**src/rtl/id_stage_if.sv**
```systemverilog
// Bundle of every signal crossing the decode stage boundary except clock and reset.
// slave is the decode stage itself; master is whatever drives it (fetch/EX/WB or a bench).
interface id_stage_if #(
  parameter int XLEN = 32
);
  // fetch side
  logic            stall_c_i;
  logic            flush_c_i;
  logic [31:0]     instruction_i;
  logic [XLEN-1:0] pc_i;
  logic [XLEN-1:0] pc_next_i;
  // writeback and EX feedback
  logic            wb_wen_i;
  logic [4:0]      wb_rd_i;
  logic [XLEN-1:0] wb_data_i;
  logic            ex_mem_read_i;
  logic [4:0]      ex_rd_i;
  // decoded instruction towards EX
  logic            load_use_stall_o;
  logic [XLEN-1:0] pc_o;
  logic [XLEN-1:0] pc_next_o;
  logic [4:0]      rs1_o;
  logic [4:0]      rs2_o;
  logic [4:0]      rd_o;
  logic [XLEN-1:0] rs1_data_o;
  logic [XLEN-1:0] rs2_data_o;
  logic [31:0]     imm_o;
  logic [2:0]      funct3_o;
  logic [3:0]      alu_op_o;
  logic            alu_src_a_o;
  logic            alu_src_b_o;
  logic            mem_read_o;
  logic            mem_write_o;
  logic            reg_write_o;
  logic            branch_o;
  logic            jump_o;
  logic            jalr_o;
  logic [1:0]      wb_sel_o;
  logic            illegal_o;

  modport master (
    output stall_c_i, flush_c_i, instruction_i, pc_i, pc_next_i,
           wb_wen_i, wb_rd_i, wb_data_i, ex_mem_read_i, ex_rd_i,
    input  load_use_stall_o, pc_o, pc_next_o, rs1_o, rs2_o, rd_o,
           rs1_data_o, rs2_data_o, imm_o, funct3_o, alu_op_o, alu_src_a_o,
           alu_src_b_o, mem_read_o, mem_write_o, reg_write_o, branch_o,
           jump_o, jalr_o, wb_sel_o, illegal_o
  );

  modport slave (
    input  stall_c_i, flush_c_i, instruction_i, pc_i, pc_next_i,
           wb_wen_i, wb_rd_i, wb_data_i, ex_mem_read_i, ex_rd_i,
    output load_use_stall_o, pc_o, pc_next_o, rs1_o, rs2_o, rd_o,
           rs1_data_o, rs2_data_o, imm_o, funct3_o, alu_op_o, alu_src_a_o,
           alu_src_b_o, mem_read_o, mem_write_o, reg_write_o, branch_o,
           jump_o, jalr_o, wb_sel_o, illegal_o
  );
endinterface

```
**src/rtl/id_stage.sv**
```systemverilog
// RV32I decode stage: IF/ID register, 32-entry register file with write-through
// bypass, combinational decode and load-use hazard detection.
//
// Flow control: there is no valid/ready pair here. The IF/ID register loads
// every cycle unless held; it is held when stall_c_i or load_use_stall_o is
// high, and flush_c_i overrides a hold by loading a bubble. While the stage
// emits a bubble (empty slot, load-use hazard or illegal opcode) all
// side-effecting controls are 0, so EX can consume every cycle unconditionally.
module id_stage #(
  parameter int          XLEN      = 32,
  parameter logic [31:0] NOP_INSTR = 32'h0000_0013
) (
  input logic   clk,
  input logic   rst_n,
  id_stage_if.slave bus
);
  localparam logic [6:0] OPC_LUI    = 7'b0110111;
  localparam logic [6:0] OPC_AUIPC  = 7'b0010111;
  localparam logic [6:0] OPC_JAL    = 7'b1101111;
  localparam logic [6:0] OPC_JALR   = 7'b1100111;
  localparam logic [6:0] OPC_BRANCH = 7'b1100011;
  localparam logic [6:0] OPC_LOAD   = 7'b0000011;
  localparam logic [6:0] OPC_STORE  = 7'b0100011;
  localparam logic [6:0] OPC_OP_IMM = 7'b0010011;
  localparam logic [6:0] OPC_OP     = 7'b0110011;
  localparam logic [6:0] OPC_FENCE  = 7'b0001111;
  localparam logic [6:0] OPC_SYSTEM = 7'b1110011;

  localparam logic [3:0] ALU_ADD   = 4'd0;
  localparam logic [3:0] ALU_SUB   = 4'd1;
  localparam logic [3:0] ALU_SLL   = 4'd2;
  localparam logic [3:0] ALU_SLT   = 4'd3;
  localparam logic [3:0] ALU_SLTU  = 4'd4;
  localparam logic [3:0] ALU_XOR   = 4'd5;
  localparam logic [3:0] ALU_SRL   = 4'd6;
  localparam logic [3:0] ALU_SRA   = 4'd7;
  localparam logic [3:0] ALU_OR    = 4'd8;
  localparam logic [3:0] ALU_AND   = 4'd9;
  localparam logic [3:0] ALU_PASSB = 4'd10;

  logic [31:0]     instr_q;
  logic [XLEN-1:0] pc_q;
  logic [XLEN-1:0] pc_next_q;
  logic            valid_q;
  logic [XLEN-1:0] regs [32];

  logic [6:0]  opcode;
  logic [2:0]  funct3;
  logic [4:0]  rs1, rs2, rd;
  logic [31:0] imm_i, imm_s, imm_b, imm_u, imm_j;
  logic [31:0] imm;
  logic [3:0]  alu;
  logic        src_a, src_b, mr, mw, rw, br, jmp, jr, known, uses_rs1, uses_rs2;
  logic [1:0]  wbs;
  logic        load_use, illegal, bubble;

  assign opcode = instr_q[6:0];
  assign funct3 = instr_q[14:12];
  assign rs1    = instr_q[19:15];
  assign rs2    = instr_q[24:20];
  assign rd     = instr_q[11:7];

  assign imm_i = {{20{instr_q[31]}}, instr_q[31:20]};
  assign imm_s = {{20{instr_q[31]}}, instr_q[31:25], instr_q[11:7]};
  assign imm_b = {{20{instr_q[31]}}, instr_q[7], instr_q[30:25], instr_q[11:8], 1'b0};
  assign imm_u = {instr_q[31:12], 12'b0};
  assign imm_j = {{12{instr_q[31]}}, instr_q[19:12], instr_q[20], instr_q[30:21], 1'b0};

  // funct3 to ALU op; alt picks SUB/SRA where the encoding allows it
  function automatic logic [3:0] f3_op(input logic [2:0] f3, input logic alt);
    case (f3)
      3'b000:  f3_op = alt ? ALU_SUB : ALU_ADD;
      3'b001:  f3_op = ALU_SLL;
      3'b010:  f3_op = ALU_SLT;
      3'b011:  f3_op = ALU_SLTU;
      3'b100:  f3_op = ALU_XOR;
      3'b101:  f3_op = alt ? ALU_SRA : ALU_SRL;
      3'b110:  f3_op = ALU_OR;
      default: f3_op = ALU_AND;
    endcase
  endfunction

  // IF/ID register: flush beats hold, hold beats load
  always_ff @(posedge clk) begin
    if (!rst_n || bus.flush_c_i) begin
      instr_q   <= NOP_INSTR;
      pc_q      <= '0;
      pc_next_q <= '0;
      valid_q   <= 1'b0;
    end else if (!(bus.stall_c_i || load_use)) begin
      instr_q   <= bus.instruction_i;
      pc_q      <= bus.pc_i;
      pc_next_q <= bus.pc_next_i;
      valid_q   <= 1'b1;
    end
  end

  // register file write port; x0 is never written
  always_ff @(posedge clk) begin
    if (!rst_n) begin
      for (int i = 0; i < 32; i++) regs[i] <= '0;
    end else if (bus.wb_wen_i && bus.wb_rd_i != 5'd0) begin
      regs[bus.wb_rd_i] <= bus.wb_data_i;
    end
  end

  // operand reads with same-cycle writeback bypass
  always_comb begin
    bus.rs1_data_o = '0;
    bus.rs2_data_o = '0;
    if (rs1 != 5'd0)
      bus.rs1_data_o = (bus.wb_wen_i && bus.wb_rd_i == rs1) ? bus.wb_data_i : regs[rs1];
    if (rs2 != 5'd0)
      bus.rs2_data_o = (bus.wb_wen_i && bus.wb_rd_i == rs2) ? bus.wb_data_i : regs[rs2];
  end

  // raw opcode decode, before bubble masking
  always_comb begin
    imm      = imm_i;
    alu      = ALU_ADD;
    src_a    = 1'b0;
    src_b    = 1'b0;
    mr       = 1'b0;
    mw       = 1'b0;
    rw       = 1'b0;
    br       = 1'b0;
    jmp      = 1'b0;
    jr       = 1'b0;
    wbs      = 2'd0;
    known    = 1'b1;
    uses_rs1 = 1'b1;
    uses_rs2 = 1'b0;
    case (opcode)
      OPC_LUI:    begin alu = ALU_PASSB; imm = imm_u; src_b = 1'b1; rw = 1'b1; uses_rs1 = 1'b0; end
      OPC_AUIPC:  begin imm = imm_u; src_a = 1'b1; src_b = 1'b1; rw = 1'b1; uses_rs1 = 1'b0; end
      OPC_JAL:    begin imm = imm_j; src_a = 1'b1; src_b = 1'b1; rw = 1'b1; jmp = 1'b1;
                        wbs = 2'd2; uses_rs1 = 1'b0; end
      OPC_JALR:   begin src_b = 1'b1; rw = 1'b1; jr = 1'b1; wbs = 2'd2; end
      OPC_BRANCH: begin imm = imm_b; alu = ALU_SUB; br = 1'b1; uses_rs2 = 1'b1; end
      OPC_LOAD:   begin src_b = 1'b1; rw = 1'b1; mr = 1'b1; wbs = 2'd1; end
      OPC_STORE:  begin imm = imm_s; src_b = 1'b1; mw = 1'b1; uses_rs2 = 1'b1; end
      OPC_OP_IMM: begin src_b = 1'b1; rw = 1'b1;
                        alu = f3_op(funct3, instr_q[30] && funct3 == 3'b101); end
      OPC_OP:     begin rw = 1'b1; uses_rs2 = 1'b1; alu = f3_op(funct3, instr_q[30]); end
      OPC_FENCE, OPC_SYSTEM: begin end
      default:    known = 1'b0;
    endcase
  end

  assign load_use = valid_q && bus.ex_mem_read_i && bus.ex_rd_i != 5'd0 &&
                    ((uses_rs1 && bus.ex_rd_i == rs1) || (uses_rs2 && bus.ex_rd_i == rs2));
  assign illegal  = valid_q && !known;
  assign bubble   = !valid_q || load_use || illegal;

  // output drive with bubble masking
  always_comb begin
    bus.load_use_stall_o = load_use;
    bus.illegal_o        = illegal;
    bus.pc_o             = pc_q;
    bus.pc_next_o        = pc_next_q;
    bus.rs1_o            = rs1;
    bus.rs2_o            = rs2;
    bus.rd_o             = rd;
    bus.funct3_o         = funct3;
    bus.imm_o            = imm;
    bus.alu_op_o         = bubble ? ALU_ADD : alu;
    bus.alu_src_a_o      = !bubble && src_a;
    bus.alu_src_b_o      = !bubble && src_b;
    bus.wb_sel_o         = bubble ? 2'd0 : wbs;
    bus.mem_read_o       = !bubble && mr;
    bus.mem_write_o      = !bubble && mw;
    bus.reg_write_o      = !bubble && rw && rd != 5'd0;
    bus.branch_o         = !bubble && br;
    bus.jump_o           = !bubble && jmp;
    bus.jalr_o           = !bubble && jr;
  end
endmodule

```
**src/flat_wrapper.sv**
```systemverilog
// flat-port wrapper written by rule: the top's interface ports become plain ports
module id_stage_flat 
#(
  parameter int          XLEN      = 32,
  parameter logic [31:0] NOP_INSTR = 32'h0000_0013
)
  (clk, rst_n, bus_stall_c_i, bus_flush_c_i, bus_instruction_i, bus_pc_i, bus_pc_next_i, bus_wb_wen_i, bus_wb_rd_i, bus_wb_data_i, bus_ex_mem_read_i, bus_ex_rd_i, bus_load_use_stall_o, bus_pc_o, bus_pc_next_o, bus_rs1_o, bus_rs2_o, bus_rd_o, bus_rs1_data_o, bus_rs2_data_o, bus_imm_o, bus_funct3_o, bus_alu_op_o, bus_alu_src_a_o, bus_alu_src_b_o, bus_mem_read_o, bus_mem_write_o, bus_reg_write_o, bus_branch_o, bus_jump_o, bus_jalr_o, bus_wb_sel_o, bus_illegal_o);
  id_stage_if #(.XLEN(XLEN)) bus_i ();
  input logic clk;
  input logic rst_n;
  input wire logic [$bits(bus_i.stall_c_i)-1:0] bus_stall_c_i;
  input wire logic [$bits(bus_i.flush_c_i)-1:0] bus_flush_c_i;
  input wire logic [$bits(bus_i.instruction_i)-1:0] bus_instruction_i;
  input wire logic [$bits(bus_i.pc_i)-1:0] bus_pc_i;
  input wire logic [$bits(bus_i.pc_next_i)-1:0] bus_pc_next_i;
  input wire logic [$bits(bus_i.wb_wen_i)-1:0] bus_wb_wen_i;
  input wire logic [$bits(bus_i.wb_rd_i)-1:0] bus_wb_rd_i;
  input wire logic [$bits(bus_i.wb_data_i)-1:0] bus_wb_data_i;
  input wire logic [$bits(bus_i.ex_mem_read_i)-1:0] bus_ex_mem_read_i;
  input wire logic [$bits(bus_i.ex_rd_i)-1:0] bus_ex_rd_i;
  output wire logic [$bits(bus_i.load_use_stall_o)-1:0] bus_load_use_stall_o;
  output wire logic [$bits(bus_i.pc_o)-1:0] bus_pc_o;
  output wire logic [$bits(bus_i.pc_next_o)-1:0] bus_pc_next_o;
  output wire logic [$bits(bus_i.rs1_o)-1:0] bus_rs1_o;
  output wire logic [$bits(bus_i.rs2_o)-1:0] bus_rs2_o;
  output wire logic [$bits(bus_i.rd_o)-1:0] bus_rd_o;
  output wire logic [$bits(bus_i.rs1_data_o)-1:0] bus_rs1_data_o;
  output wire logic [$bits(bus_i.rs2_data_o)-1:0] bus_rs2_data_o;
  output wire logic [$bits(bus_i.imm_o)-1:0] bus_imm_o;
  output wire logic [$bits(bus_i.funct3_o)-1:0] bus_funct3_o;
  output wire logic [$bits(bus_i.alu_op_o)-1:0] bus_alu_op_o;
  output wire logic [$bits(bus_i.alu_src_a_o)-1:0] bus_alu_src_a_o;
  output wire logic [$bits(bus_i.alu_src_b_o)-1:0] bus_alu_src_b_o;
  output wire logic [$bits(bus_i.mem_read_o)-1:0] bus_mem_read_o;
  output wire logic [$bits(bus_i.mem_write_o)-1:0] bus_mem_write_o;
  output wire logic [$bits(bus_i.reg_write_o)-1:0] bus_reg_write_o;
  output wire logic [$bits(bus_i.branch_o)-1:0] bus_branch_o;
  output wire logic [$bits(bus_i.jump_o)-1:0] bus_jump_o;
  output wire logic [$bits(bus_i.jalr_o)-1:0] bus_jalr_o;
  output wire logic [$bits(bus_i.wb_sel_o)-1:0] bus_wb_sel_o;
  output wire logic [$bits(bus_i.illegal_o)-1:0] bus_illegal_o;
  assign bus_i.stall_c_i = bus_stall_c_i;
  assign bus_i.flush_c_i = bus_flush_c_i;
  assign bus_i.instruction_i = bus_instruction_i;
  assign bus_i.pc_i = bus_pc_i;
  assign bus_i.pc_next_i = bus_pc_next_i;
  assign bus_i.wb_wen_i = bus_wb_wen_i;
  assign bus_i.wb_rd_i = bus_wb_rd_i;
  assign bus_i.wb_data_i = bus_wb_data_i;
  assign bus_i.ex_mem_read_i = bus_ex_mem_read_i;
  assign bus_i.ex_rd_i = bus_ex_rd_i;
  assign bus_load_use_stall_o = bus_i.load_use_stall_o;
  assign bus_pc_o = bus_i.pc_o;
  assign bus_pc_next_o = bus_i.pc_next_o;
  assign bus_rs1_o = bus_i.rs1_o;
  assign bus_rs2_o = bus_i.rs2_o;
  assign bus_rd_o = bus_i.rd_o;
  assign bus_rs1_data_o = bus_i.rs1_data_o;
  assign bus_rs2_data_o = bus_i.rs2_data_o;
  assign bus_imm_o = bus_i.imm_o;
  assign bus_funct3_o = bus_i.funct3_o;
  assign bus_alu_op_o = bus_i.alu_op_o;
  assign bus_alu_src_a_o = bus_i.alu_src_a_o;
  assign bus_alu_src_b_o = bus_i.alu_src_b_o;
  assign bus_mem_read_o = bus_i.mem_read_o;
  assign bus_mem_write_o = bus_i.mem_write_o;
  assign bus_reg_write_o = bus_i.reg_write_o;
  assign bus_branch_o = bus_i.branch_o;
  assign bus_jump_o = bus_i.jump_o;
  assign bus_jalr_o = bus_i.jalr_o;
  assign bus_wb_sel_o = bus_i.wb_sel_o;
  assign bus_illegal_o = bus_i.illegal_o;
  id_stage #(.XLEN(XLEN), .NOP_INSTR(NOP_INSTR)) u_core (.clk(clk), .rst_n(rst_n), .bus(bus_i));
endmodule
```
**config.mk**
```make
export PLATFORM = sky130hd
export DESIGN_NAME = id_stage_flat
export DESIGN_NICKNAME = d
export VERILOG_FILES = /design/src/rtl/id_stage_if.sv /design/src/rtl/id_stage.sv /design/src/flat_wrapper.sv
export SDC_FILE = /design/constraint.sdc
export NUM_CORES = 2
export LEC_CHECK = 0
export CAP_MARGIN = 10
export CORE_MARGIN = 5
export CORE_UTILIZATION = 38
export DETAILED_ROUTE_END_ITERATION = 10
export GPL_TIMING_DRIVEN = 0
export RECOVER_POWER = 100
export SYNTH_ARGS = -nofsm -noshare
export SYNTH_HDL_FRONTEND = slang
export SYNTH_SLANG_ARGS = --single-unit
```
**constraint.sdc**
```tcl
create_clock -name clk -period 6.8 [get_ports clk]
set_input_delay 1.36 -clock clk [delete_from_list [all_inputs] [get_ports clk]]
set_output_delay 1.36 -clock clk [all_outputs]
set_load 0.005 [all_outputs]
```
* After elaboration in Yosys (flattened, before gate mapping)
Memory sizes are Yosys's and may differ from the RTL's. A register that Yosys moved wholly into a read port is not among the register bits. Index checks and enable logic that the tools add are counted.
Word-level totals: register bits after elaboration 97, bits in latches 0, RAM bits 1024, ROM bits 0, output and inout bits 194, memories kept 1
Memories:
- u_core.regs | depth 32, width 32, read ports 2, clocked after Yosys merged registers in 2, wr ports 32, line id_stage.sv:45 | logic [XLEN-1:0] regs [32];
Operators by class: add/sub/neg operators 0, $mul 0, div/mod/pow operators 0, magnitude comparators 0, equal/unequal tests 21, shift-type cells 0, muxes and demuxes 37, bitwise gates (word level) 0, reductions and logical operators 43
Operator list (count):
- 32-bit two-way mux | 5
- 31-bit case mux with 4 select lines | 1
- 4-bit case mux with 7 select lines | 2
- 32-bit OR reduction | 1
- 7-bit equality test, second input constant | 4
- 5-bit two-way mux | 5
- 5-bit nonzero test | 5
- 7-bit by 6-bit equality test with 1-bit output, second input constant | 3
- 5-bit equality test | 4
- 1-bit two-way mux | 20
- 1-bit logical AND | 19
- 4-bit case mux with 4 select lines | 1
- 7-bit by 5-bit equality test with 1-bit output, second input constant | 2
- 7-bit OR reduction | 2
- 11-bit OR reduction | 1
- 3-bit equality test, second input constant | 3
- 7-bit by 2-bit equality test with 1-bit output, second input constant | 1
- 7-bit by 4-bit equality test with 1-bit output, second input constant | 1
- 3-bit by 2-bit equality test with 1-bit output, second input constant | 2
- 2-bit OR reduction | 3
- 3-bit OR reduction | 2
- 1-bit logical OR | 5
- 1-bit logical NOT | 4
- 4-bit two-way mux | 1
- 4 further kinds | 4

* Logic depth before layout (Yosys ltp)
depth in word-level cells 11, depth in mapped cells 9, depth with buffers taken out 5

* Worst setup path before layout
OpenSTA, ideal clock, no wires.
kind input to register, start point input port bus_wb_rd_i[2], end point memory u_core.regs[16][0], enable pin, library setup time 0.466 ns, data arrival time 4.876 ns, data required time 6.334 ns, slack 1.458 ns, stages on the path 7, path buffers 4, path through clkbuf_1 or3_1 clkbuf_1 nand3b_1 clkbuf_1 clkbuf_1 o21ai_0
RTL lines:
- start, declared | line flat_wrapper.sv:17 | input wire logic [$bits(bus_i.wb_rd_i)-1:0] bus_wb_rd_i;
- end, declared | line id_stage.sv:45

==> flow_metrics.env <==
export IMPL_status="finished, violations left"
export IMPL_violations="capacitance limit, slew limit, setup timing"
export IMPL_worstPathArrival_ns=7.61
export IMPL_max_freq_mhz=139
export IMPL_worstMarginPinSlew_ns=4.44
export IMPL_synth_most_common_cell="edfxtp_1"
export IMPL_crit_slowest_cell="o21ai_0"
export IMPL_avgViaCountPerCell=6.83
export IMPL_core_area_sq_mm=0.159
export IMPL_period_share_pct=106
export IMPL_path_clk_slew_ns=0.06
export IMPL_min_path_type="reg2reg"
export IMPL_grt_start_max_net_pins=23
export IMPL_clock_path_buffers=3
export IMPL_seq_area_sq_mm=0.0329
export IMPL_syn_area_sq_mm=0.0608
export IMPL_syn2layout_area_growth_pct=19.7
export IMPL_wirelength_um=384000
export IMPL_slowest_delay_ns=2.09
export IMPL_clk_latency_ns=0.83
export IMPL_initialDrtViolationCount=8843
export IMPL_grt_usage_pct=44.7
export IMPL_hold_worst_slack_ns=0.455
export IMPL_ys_top_cells_by_area="edfxtp_1, mux4_2, and2_1, mux2i_1, dfxtp_1"
export IMPL_finalSetupViolCount=293
export IMPL_report_final_slew_viol_count=705
export IMPL_drc=0
export IMPL_placed_cell_area_sq_mm=0.0691
export IMPL_synth_top_cell_area_share_pct=50.5
export IMPL_synth_largest_area_cell="edfxtp_1"
export IMPL_io_pins=338
export IMPL_antenna_found_initial=50
export IMPL_rows=146
export IMPL_cp_required_ns=7.22
export IMPL_grt_overflow=0
export IMPL_dp_cells=7190
export IMPL_maxSlewHeadroom_pct=-199
export IMPL_synth_common_cells="edfxtp_1, and2_1, mux2i_1"
export IMPL_power_leakage_uw=0.0243
export IMPL_layout_drive_gt1_share_pct=16.2
export IMPL_yosysWarnings=0
export IMPL_dr_total_vias=51000
export IMPL_dp_final_hpwl_um=282000
export IMPL_syn_avg_cell_area_sq_um=13.0
export IMPL_fillCellCount=14500
export IMPL_crit_type="in2reg"
export IMPL_first_pass_iters=6
export IMPL_ys_ff_latch=1131
export IMPL_start_util_pct=38.3
export IMPL_numClockSinks=1131
export IMPL_cts_tree="built"
export IMPL_portBuffers=334
export IMPL_startpoint_type="primary input"
export IMPL_hold_path_depth=2
export IMPL_multi_input_comb_area_sq_mm=0.0260
export IMPL_final_cell_count_no_fill=7478
export IMPL_period_minus_slack_ns=7.19
export IMPL_cts_max_level=4
export IMPL_path_max_fanout=13
export IMPL_vdd_drop_max_v=0.000290
export IMPL_crit_chain="clkdlybuf4s50_1, nand4_1, clkbuf_1, clkbuf_1, clkbuf_1, o21ai_0, clkbuf_1"
export IMPL_reg2regPathDepth=8
export IMPL_dieArea_sq_mm=0.168
export IMPL_setup_tns_final_ns=-37.82
export IMPL_synthArstFlopShare_pct=0
export IMPL_antenna_left=0
export IMPL_cp_num_buf_inv=5
export IMPL_crit_family="buffers and inverters"
export IMPL_place_gp_congestion=1.07
export IMPL_stdcell_area_sq_mm=0.0728
export IMPL_synth_edf_count=1024
export IMPL_synthCells=4664
export IMPL_cts_root_buf="clkbuf_16"
export IMPL_drv_cap=53
export IMPL_hold_violations=0
export IMPL_cts_buffers=138
export IMPL_die_w_um=410
export IMPL_cp_common_cell="clkbuf_1"
export IMPL_powerDensity_mw_per_mm2=253
export IMPL_setup_ws_ns=-0.390
export IMPL_grt_pass1_wl_um=486000
export IMPL_synthDistinctLibCells=67
export IMPL_final_nets=5410
export IMPL_wl_per_cell_um=51.4
export IMPL_ys_seq_area_share_pct=54.1
export IMPL_dieHeight_um=410
export IMPL_cp_end_kind="flip-flop"
export IMPL_fin_worst_skew_ns=0.0185
export IMPL_grt_pass1_vias=48600
export IMPL_synth_flop_cell="edfxtp_1"
export IMPL_cp_depth=7
## layout make-up
type	instances	share of cell area, %
antenna	31	0.107
clock buffer	171	5.01
tap	2072	3.56
inverter	16	0.0825
clock inverter	78	1.14
multi-input combinational	3035	35.7
timing repair buffer	433	6.03
sequential	1131	45.2
buffer	511	3.22
## per-layer routing
layer | global-route usage [%] | wire, um | up-vias
met5 | 0.833 | 279 | -
met4 | 39.9 | 44400 | 20
met3 | 18.0 | 53000 | 1453
met2 | 64.7 | 160000 | 4880
met1 | 50.6 | 127000 | 25800
li1 | - | - | 18900
## power breakdown
group / switching [uW] / internal (uW) / leakage, uW
Combinational: 1820 / 815 / 0.0115
Sequential: 203 / 7950 / 0.0106
Clock: 3310 / 4330 / 0.00219
Total: 5330 / 13100 / 0.0243
## worst register-to-register path, cell delays in order (launching register included)
cell	delay (ns)
dfxtp_1	0.46
and4b_1	0.32
nor3b_1	0.43
or2_0	0.32
o311a_1	0.21
clkbuf_1	0.46
clkbuf_1	0.63
clkbuf_1	0.69
mux2i_1	0.34
## layout by cell type (no fill, tap or decap), drive strengths merged, types with 55 or more instances in the layout
| cell | instances |
|---|---|
| a21oi | 55 |
| a221o | 60 |
| a221oi | 102 |
| and2 | 967 |
| buf | 151 |
| clkbuf | 624 |
| clkdlybuf4s50 | 198 |
| dfxtp | 107 |
| dlygate4sd3 | 136 |
| edfxtp | 1024 |
| mux2i | 437 |
| mux4 | 337 |
| nand2 | 264 |
| nor2 | 131 |
| nor3 | 75 |
| o21ai | 136 |
## cells by family after synthesis
| group | after synthesis | share of synthesized area [%] |
|---|---|---|
| compound gates | 631 | 7.58 |
| flops | 1131 | 54.1 |
| mux | 802 | 20.2 |
| xor+xnor | 20 | 0.288 |
| other cells | 1 | 0.00616 |
| simple gates | 1550 | 14.1 |
| buf+inv | 529 | 3.75 |
## registers in the layout, summed over array words and instances (netlist names), named ones only
signal / count
u_core.instr_q: 32
u_core.valid_q: 1
u_core.bus.pc_o: 32
u_core.regs: 1024
u_core.bus.pc_next_o: 32
## metrics by stage
stage	total power [uW]	worst slack, ns	utilization, %
2_1_floorplan	9270	1.46	-
3_3_place_gp	10700	-5.00	42.1
3_5_place_dp	10800	-0.826	43.5
4_1_cts	18300	0.00880	46.5
5_1_grt	18600	-0.00357	45.8
6_report	18400	-0.390	45.9
## repair_timing
action                                  4_1_cts  5_1_grt
cloned                                        0        0
endpoints found under the setup margin       50       18
buffers inserted                              0        0
hold buffers                                  0        0
gates resized for setup                      49       36
## path summary, 6_finish.rpt
check	startpoint	slack (ns)	endpoint
setup / recovery	bus_wb_rd_i[0]	-0.39	u_core.regs[15][3]
hold / removal	u_core.bus.pc_o[29]	0.45	u_core.bus.pc_o[29]
setup reg to reg	u_core.instr_q[2]	2.86	flip-flop
hold reg to reg	u_core.bus.pc_o[29]	0.45	u_core.bus.pc_o[29]
Power figures use the tool's default switching activity.
